[src/rtl/flash_reader_pkg.sv]
// rtl/flash_reader_pkg.sv - shared types and constants for the flash stream reader
// Purpose: sequencer state encoding and word geometry used by flash_stream_reader
//          and word_unpacker.
// Ports:   none (package).
package flash_reader_pkg;

  typedef enum logic [2:0] {
    S_IDLE,
    S_REQ,
    S_WAIT,
    S_DRAIN,
    S_DONE
  } state_t;

  localparam int BYTES_PER_WORD = 4;
  // Wide enough to hold 0..BYTES_PER_WORD.
  localparam int CNT_W = 3;

endpackage

[src/rtl/word_unpacker.sv]
// rtl/word_unpacker.sv - 32-bit word to MSB-first byte stream shifter
// Purpose: holds one flash word and hands its leading bytes out one at a time
//          over valid/ready, counting how many are still to be delivered.
// Ports:
//   clk, reset          clock, asynchronous active-high reset
//   load                capture load_word / load_count this cycle
//   load_word[31:0]     word, first byte in [31:24]
//   load_count          number of bytes of the word to deliver (1..4)
//   enable              allows out_valid (owner gates it off on abort)
//   out_ready           consumer ready
//   out_valid           a byte is presented
//   out_data[7:0]       presented byte
//   fire                handshake completed this cycle
//   count               bytes still to deliver from the held word
module word_unpacker
  import flash_reader_pkg::*;
(
  input  logic             clk,
  input  logic             reset,
  input  logic             load,
  input  logic [31:0]      load_word,
  input  logic [CNT_W-1:0] load_count,
  input  logic             enable,
  input  logic             out_ready,
  output logic             out_valid,
  output logic [7:0]       out_data,
  output logic             fire,
  output logic [CNT_W-1:0] count
);

  logic [31:0]      shift_q;
  logic [CNT_W-1:0] count_q;

  assign out_valid = enable && (count_q != '0);
  assign fire      = out_valid && out_ready;
  assign out_data  = shift_q[31:24];
  assign count     = count_q;

  always_ff @(posedge clk or posedge reset) begin
    if (reset) begin
      shift_q <= '0;
      count_q <= '0;
    end else if (load) begin
      shift_q <= load_word;
      count_q <= load_count;
    end else if (fire) begin
      shift_q <= {shift_q[23:0], 8'h00};
      count_q <= count_q - CNT_W'(1);
    end
  end

endmodule

[src/rtl/flash_stream_reader.sv]
// rtl/flash_stream_reader.sv - region reader streaming flash bytes from spi_master words
// Purpose: given (start_addr, byte_count) issues successive 4-byte reads to
//          spi_master, acks each word and streams its bytes out MSB-first.
// Ports:
//   clk, reset                   clock, asynchronous active-high reset
//   start, start_addr, byte_count  transfer request, sampled only when idle
//   abort                        drop the current transfer
//   busy, done                   busy from accepted start until done; done is a 1-cycle pulse
//   out_valid/out_ready/out_data/out_last  byte stream, out_last on the final byte
//   spi_addr_buffer_free, spi_addr_en, spi_addr_data  address request to spi_master
//   spi_rd_data_available, spi_rd_ack, spi_rd_data    word return from spi_master
module flash_stream_reader
  import flash_reader_pkg::*;
#(
  parameter int LEN_W  = 16,
  parameter int ADDR_W = 24
) (
  input  logic              clk,
  input  logic              reset,
  input  logic              start,
  input  logic [ADDR_W-1:0] start_addr,
  input  logic [LEN_W-1:0]  byte_count,
  input  logic              abort,
  output logic              busy,
  output logic              done,
  output logic              out_valid,
  input  logic              out_ready,
  output logic [7:0]        out_data,
  output logic              out_last,
  input  logic              spi_addr_buffer_free,
  output logic              spi_addr_en,
  output logic [ADDR_W-1:0] spi_addr_data,
  input  logic              spi_rd_data_available,
  output logic              spi_rd_ack,
  input  logic [31:0]       spi_rd_data
);

  state_t            state_q, state_d;
  logic [ADDR_W-1:0] cur_addr_q;
  logic [LEN_W-1:0]  remaining_q;
  logic              abort_q;   // abort seen while a word is still outstanding
  logic              load;
  logic              drain_en;
  logic              word_fire;
  logic [CNT_W-1:0]  load_count;
  logic [CNT_W-1:0]  word_count;

  // Kept outside the FSM block: word_fire depends on drain_en through the unpacker.
  assign drain_en   = (state_q == S_DRAIN) && !abort;
  assign load_count = (remaining_q >= LEN_W'(BYTES_PER_WORD)) ? CNT_W'(BYTES_PER_WORD)
                                                              : remaining_q[CNT_W-1:0];
  assign out_last      = out_valid && (remaining_q == LEN_W'(1));
  assign spi_addr_data = cur_addr_q;

  word_unpacker u_unpacker (
    .clk        (clk),
    .reset      (reset),
    .load       (load),
    .load_word  (spi_rd_data),
    .load_count (load_count),
    .enable     (drain_en),
    .out_ready  (out_ready),
    .out_valid  (out_valid),
    .out_data   (out_data),
    .fire       (word_fire),
    .count      (word_count)
  );

  always_comb begin
    state_d     = state_q;
    busy        = (state_q != S_IDLE);
    done        = 1'b0;
    spi_addr_en = 1'b0;
    spi_rd_ack  = 1'b0;
    load        = 1'b0;
    case (state_q)
      S_IDLE: begin
        if (start) state_d = (byte_count == '0) ? S_DONE : S_REQ;
      end
      S_REQ: begin
        if (abort) begin
          state_d = S_DONE;
        end else if (spi_addr_buffer_free) begin
          spi_addr_en = 1'b1;
          state_d     = S_WAIT;
        end
      end
      S_WAIT: begin
        // An aborted read still waits for its word so spi_master is never left holding data.
        if (spi_rd_data_available) begin
          spi_rd_ack = 1'b1;
          if (abort || abort_q) begin
            state_d = S_DONE;
          end else begin
            load    = 1'b1;
            state_d = S_DRAIN;
          end
        end
      end
      S_DRAIN: begin
        if (abort) begin
          state_d = S_DONE;
        end else if (word_fire && (word_count == CNT_W'(1))) begin
          state_d = (remaining_q == LEN_W'(1)) ? S_DONE : S_REQ;
        end
      end
      S_DONE: begin
        done    = 1'b1;
        state_d = S_IDLE;
      end
      default: state_d = S_IDLE;
    endcase
  end

  always_ff @(posedge clk or posedge reset) begin
    if (reset) begin
      state_q     <= S_IDLE;
      cur_addr_q  <= '0;
      remaining_q <= '0;
      abort_q     <= 1'b0;
    end else begin
      state_q <= state_d;
      case (state_q)
        S_IDLE: begin
          abort_q <= 1'b0;
          if (start) begin
            cur_addr_q  <= start_addr;
            remaining_q <= byte_count;
          end
        end
        S_WAIT: begin
          if (abort) abort_q <= 1'b1;
        end
        S_DRAIN: begin
          if (word_fire) begin
            remaining_q <= remaining_q - LEN_W'(1);
            // Address wraps modulo 2^ADDR_W by construction.
            if (word_count == CNT_W'(1)) cur_addr_q <= cur_addr_q + ADDR_W'(BYTES_PER_WORD);
          end
        end
        default: ;
      endcase
    end
  end

endmodule

[config.mk]
export PLATFORM = sky130hd
export DESIGN_NAME = flash_stream_reader
export DESIGN_NICKNAME = d
export VERILOG_FILES = /design/src/rtl/flash_reader_pkg.sv /design/src/rtl/word_unpacker.sv /design/src/rtl/flash_stream_reader.sv
export SDC_FILE = /design/constraint.sdc
export NUM_CORES = 1
export LEC_CHECK = 0
export ABC_AREA = 1
export BUFFER_PORTS_ARGS = -buffer_cell sky130_fd_sc_hd__buf_2
export CORE_MARGIN = 2
export CORE_UTILIZATION = 50
export DETAILED_ROUTE_END_ITERATION = 16
export GPL_TIMING_DRIVEN = 0
export PLACE_DENSITY = 0.75
export SYNTH_ARGS = -nofsm -noshare
export SYNTH_HDL_FRONTEND = slang
export SYNTH_SLANG_ARGS = --single-unit
[constraint.sdc]
create_clock -name clk -period 3.1 [get_ports clk]
set_clock_uncertainty 0.15 [all_clocks]
set_input_delay 0.62 -clock clk [delete_from_list [all_inputs] [get_ports clk]]
set_output_delay 0.62 -clock clk [all_outputs]
set_load 0.01 [all_outputs]
# Yosys cells after proc, flatten, opt, wreduce, memory -nomap -nowiden
# Index checks and enable logic that the tools add are counted.
word_totals:
  ff_bits: 79
  in_bits: 79
  elab_cells: 74
  output_inout_bits: 38
op_classes:
  n_reduce_logical: 18
  magnitude_cmp: 1
  n_addsub: 3
  eq_ne: 13
  n_mux: 33
ops:
  columns: ["cell", "n"]
  rows:
  - ["two-way mux 24 bit", 3]
  - ["two-way mux 32 bit", 2]
  - ["case mux 24 bit (2 select lines)", 1]
  - ["two-way mux 3 bit", 12]
  - ["two-way mux 16 bit", 2]
  - ["case mux 16 bit (2 select lines)", 1]
  - ["adder 24 x 3 -> 24 bit (second input constant)", 1]
  - ["equality test 16 x 1 -> 1 bit (second input constant)", 1]
  - ["greater-or-equal comparator 16 x 3 -> 1 bit (second input constant)", 1]
  - ["zero test 16 bit", 1]
  - ["subtractor 16 x 1 -> 16 bit (second input constant)", 1]
  - ["case mux 3 bit (4 select lines)", 1]
  - ["two-way mux 1 bit", 10]
  - ["!= test 2 bit (second input constant)", 4]
  - ["AND reduction 4 bit", 2]
  - ["equality test 3 x 1 -> 1 bit (second input constant)", 2]
  - ["equality test 3 x 2 -> 1 bit (second input constant)", 2]
  - ["nonzero test 2 bit", 3]
  - ["nonzero test 3 bit", 2]
  - ["logical AND 1 bit", 5]
  - ["equality test 3 bit (second input constant)", 1]
  - ["zero test 3 bit", 1]
  - ["!= test 3 x 2 -> 1 bit (second input constant)", 1]
  - ["!= test 3 bit (second input constant)", 1]
  - ["other kinds (7)", 7]

# Logic depth before layout (Yosys ltp)
depth:
  ltp_word: 8
  ltp_mapped: 12

# Hierarchy
# From an unflattened synthesis, not the netlist that was laid out.
hier_totals:
  cells_unflattened: 770
  area_unflattened_um2: 5123.7
by_module_without_submodules:
  columns: ["module", "area_per_inst_um2", "seq_area_each_um2", "cells_per_inst", "instances"]
  rows:
  - ["flash_stream_reader", 3261.9, 1101.1, 516, 1]
  - ["word_unpacker", 1861.8, 875.8, 254, 1]

# Worst setup path after synthesis
# OpenSTA, ideal clock, no wires.
synth_timing:
  kind: "register to output"
  startpoint: "register remaining_q[8]"
  endpoint: "output port out_last"
  path_slack_ns: 1.236
  arrival_ns: 1.094
  path_stages_with_launch: 8
  path_cell_list: "dfrtp_1 > nor2_1 > nand2_1 > nor2_1 > nand4_1 > inv_1 > nand2_1 > nor2_1"
synth_between:
  elab_chain_cells: 2
synth_lines:
  columns: ["item", "line_no", "text"]
  rows:
  - ["from (decl)", "flash_stream_reader.sv:40", "logic [LEN_W-1:0] remaining_q;"]
  - ["from (signal assigned)", "flash_stream_reader.sv:128", "remaining_q <= byte_count;"]
  - ["from (signal assigned)", "flash_stream_reader.sv:136", "remaining_q <= remaining_q - LEN_W'(1);"]
  - ["equality test 16 x 1 -> 1 bit", "flash_stream_reader.sv:52", "assign out_last = out_valid && (remaining_q == LEN_W'(1));"]
  - ["logical AND 1 bit", "flash_stream_reader.sv:52", null]
  - ["to (decl)", "flash_stream_reader.sv:29", "output logic out_last,"]
# Every way passes these cells.

# Worst setup path in the final report
# Ends and elaborated chain as after synthesis.

==> metrics.log <==
[metrics] maximum cell stage delay along the critical path: 0.42 ns
[metrics] IR Drop Worst-Case VDD: approximately 0.42 mV
[metrics] Routed WL per cell: 14.0 um
[metrics] Final period util: 83.4%
[metrics] total standard cell area after synthesis: 5000 um2
[metrics] commonest non-fill, non-tap cell in the layout: sky130_fd_sc_hd__nand2_1
[metrics] part of the power in combinational logic: 46.7%
[metrics] layout cell share with drive strength beyond 1: 20.8%
[metrics] proportion of power drawn by flip-flops and latches: 37.5%
[metrics] MaxCap Viol Count: 0
[metrics] final hold violation count: 0
[metrics] worst slew margin relative to its limit: 58.8%
[metrics] total of buffers placed on input and output ports: 116
[metrics] clock tree from TritonCTS: built
[metrics] crit path capture type: primary output
[metrics] Power per Cell Area: 876 nW/um2
[metrics] height of the chip: 104 um
[metrics] Syn-to-layout area delta: 19.7%
[metrics] transition time of the tightest slew-check pin: 0.616 ns
[metrics] endpoint of the worst-slack reg-to-reg timing path: spi_addr_data[8]
[metrics] hold crit path type: input port to async pin
[metrics] warning count from the yosys run: 0
[metrics] Setup Viol. Count Final: 0
[metrics] via count normalized by instance count: 5.18
[metrics] critical register-to-register path startpoint: u_unpacker.count[0]
[metrics] pre-CTS setup slack: 0.848 ns
[metrics] later-pin clock latency in the skew report: 0.37 ns
[metrics] clock sink count: 79
[metrics] nets in the synthesized netlist: 837
[metrics] ANT cells: 0
[metrics] synthesized instance count: 752
[metrics] Period minus WS final: ~2.6 ns
[metrics] wire length of the first global-routing pass: 23.9 mm
[metrics] CP Class: register to primary output
[metrics] first-pass detailed-route iteration total: 5
[metrics] Register-to-Register Setup Slack: 1.00 ns
[metrics] master of the slowest instance on the critical path: sky130_fd_sc_hd__dfrtp_1
[metrics] critical path fanouts, max: 4
[metrics] post-route ant nets: 0
[metrics] H-tree level count: 3
[metrics] share of async-settable or async-resettable flops after synthesis: 100%
[metrics] clock tree root buffer cell: sky130_fd_sc_hd__clkbuf_8
[metrics] Net Sw Power: 2.38 mW
[metrics] Switching Share: between 40% and 50%
[metrics] maximum number of pins on one net before global-route repair: 57
[metrics] final-layout setup total negative slack: 0 ns
[metrics] average size of a mapped cell: around 6.7 um2
[metrics] buffer count from post-CTS setup fixing: 0
[metrics] Die W: around 100 um
[metrics] min setup slack post-route: 0.516 ns
[metrics] flip-flop cell with the highest count after synthesis: sky130_fd_sc_hd__dfrtp_1
[metrics] beginning of the critical path: remaining_q[8]
[metrics] number of synthesized register bits: 79
[metrics] total CTS buffers: 9
[metrics] unrepaired setup endpoints after global routing: no
[metrics] critical path data required time: 2.33 ns
[metrics] initial antenna violation count: 0
[metrics] number of flops mapped to enable cells by yosys: 0
[metrics] number of pins exceeding their max-slew limit in the final report: 0
[metrics] estimated wirelength of the detail-placed design: 10.6 mm
[metrics] sequential share of the synthesized area: 39.5%
[metrics] maximum buffer depth of the clock tree: 2
[metrics] hold-fix buffers at CTS: 0
[metrics] number of top-level design ports: 117
[metrics] placer's final routability congestion estimate: between 0.9 and 1
[metrics] number of rows created at floorplan: 36
[metrics] Max Fclk: 387 MHz
[metrics] number of gates resized after CTS: 0
[metrics] routed vias: 5,272
[metrics] most frequent cells in the layout: sky130_fd_sc_hd__nand2_1 (284), sky130_fd_sc_hd__buf_2 (128), sky130_fd_sc_hd__nor2_1 (98)
[metrics] Post-Route WL: 14.2 mm
[metrics] NumNets Final: 965
[metrics] GRT Util Overall: 27.4%
[metrics] result of the run: complete, no violations
[metrics] number of distinct library cells after synthesis: 36
[metrics] WP data arrival: 1.81 ns
[metrics] Register-to-Register Path Depth: 10
[metrics] Startpoint Class: register
[metrics] Leak: 3.16 nW
[metrics] Clock Pin Slew Worst Setup and Hold Paths: 0.09 ns
[metrics] total congestion overflow: 0
[metrics] full die area: between 10,000 and 15,000 um2
[metrics] Int Power: 2.87 mW
[metrics] DRC: 0
[metrics] vias in the first global route: 5,064
[metrics] cell repeated most along the worst path: sky130_fd_sc_hd__nor2_1
[metrics] starting utilization of the core area: 51.4%
[metrics] series of cell instances along the critical path: nor2_1 -> nand2_1 -> nor2_1 -> nand4_1 -> inv_1 -> nand2_1 -> nor2_1 -> buf_2
[metrics] clock power share: 15.9%
[metrics] DR iter-0 viols: around 240
[metrics] standard cell core area: 9730 um2
==> state kept, by name (all words and copies together), names as in the netlist <==
name                count
u_unpacker.count        3
state_q                 3
abort_q                 1
remaining_q            16
spi_addr_data          24
u_unpacker.shift_q     32
==> synthesized netlist by cell type (5+ instances only) <==
library cell	count	area (um2)
sky130_fd_sc_hd__a21oi_1	10	50.1
sky130_fd_sc_hd__buf_4	16	120
sky130_fd_sc_hd__inv_2	5	18.8
sky130_fd_sc_hd__ha_1	6	75.1
sky130_fd_sc_hd__o21ai_0	17	85.1
sky130_fd_sc_hd__o21ai_1	23	115
sky130_fd_sc_hd__nand3_1	94	470
sky130_fd_sc_hd__nand4_1	5	31.3
sky130_fd_sc_hd__nand2_1	284	1070
sky130_fd_sc_hd__dfrtp_1	79	1980
sky130_fd_sc_hd__buf_2	12	60.1
sky130_fd_sc_hd__nor3_1	5	25.0
sky130_fd_sc_hd__xnor2_1	5	43.8
sky130_fd_sc_hd__nor2_1	98	368
sky130_fd_sc_hd__inv_1	54	203
==> stage by stage <==
step | hold WS [ns] | total power, mW | utilization, % | instances | area, um2
final | 0.0607 | 5.24 | 61.5 | 1018 | 5990
after global routing | 0.0817 | 5.67 | 61.5 | 1018 | 5990
after CTS | 0.0689 | 5.24 | 61.5 | 1018 | 5990
after detailed placement | 0.312 | 4.41 | 59.4 | 1002 | 5780
after global placement | 0.309 | 4.32 | 59.1 | 1001 | 5750
after floorplan | 0.293 | 3.62 | - | 752 | 5000
==> critical path, delay by kind of cell, from the launching register on <==
kind,cells,cell delay (ns)
AND/OR/NAND/NOR,6,0.73
flip-flops,1,0.42
buffers and inverters,2,0.29
==> layer usage <==
metal  track usage (%)  part of all wire (%)  vias to the layer above
li1                  -                     -                     2632
met1              37.2                    45                     2443
met2              44.5                    47                      175
met3              4.70                   6.3                       22
met4              9.07                   1.9                        0
met5                 0                     0                        -
==> worst max path at each step <==
stage and endpoint:
2_1_floorplan abort_q, 3_3_place_gp remaining_q[8], 3_5_place_dp spi_addr_data[5], 4_1_cts out_last
5_1_grt out_last, 6_report out_last
==> area by class of cell <==
type	instances	area, um2
Tap cell	133	166
Multi-Input combinational cell	577	2580
Buffer	35	214
Sequential cell	79	1980
Clock buffer	11	151
Fill cell	963	3740
Timing Repair Buffer	117	608
Inverter	61	235
Clock inverter	5	56.3
==> cells by family (layout without fill, tap and decap cells) <==
| family | after synthesis | count (layout) | synth area share, % |
|---|---|---|---|
| AND/OR/NAND/NOR | 506 | 506 | 42.7 |
| buffers and inverters | 96 | 229 | 8.93 |
| flip-flops | 79 | 79 | 39.5 |
| AO/OA/AOI/OAI | 60 | 60 | 6.50 |
| adder cells (fa/ha/maj) | 6 | 6 | 1.50 |
| XOR/XNOR | 5 | 5 | 0.875 |
==> power groups by stage <==
stage / Combinational, mW / Sequential, mW / Clock, mW
6_report: 2.45 / 1.97 / 0.833
5_1_grt: 2.77 / 2.04 / 0.874
3_3_place_gp: 2.36 / 1.95 / 0
3_5_place_dp: 2.45 / 1.97 / 0
4_1_cts: 2.45 / 1.95 / 0.834
2_1_floorplan: 1.69 / 1.93 / 0
Power figures use the tool's default switching activity.
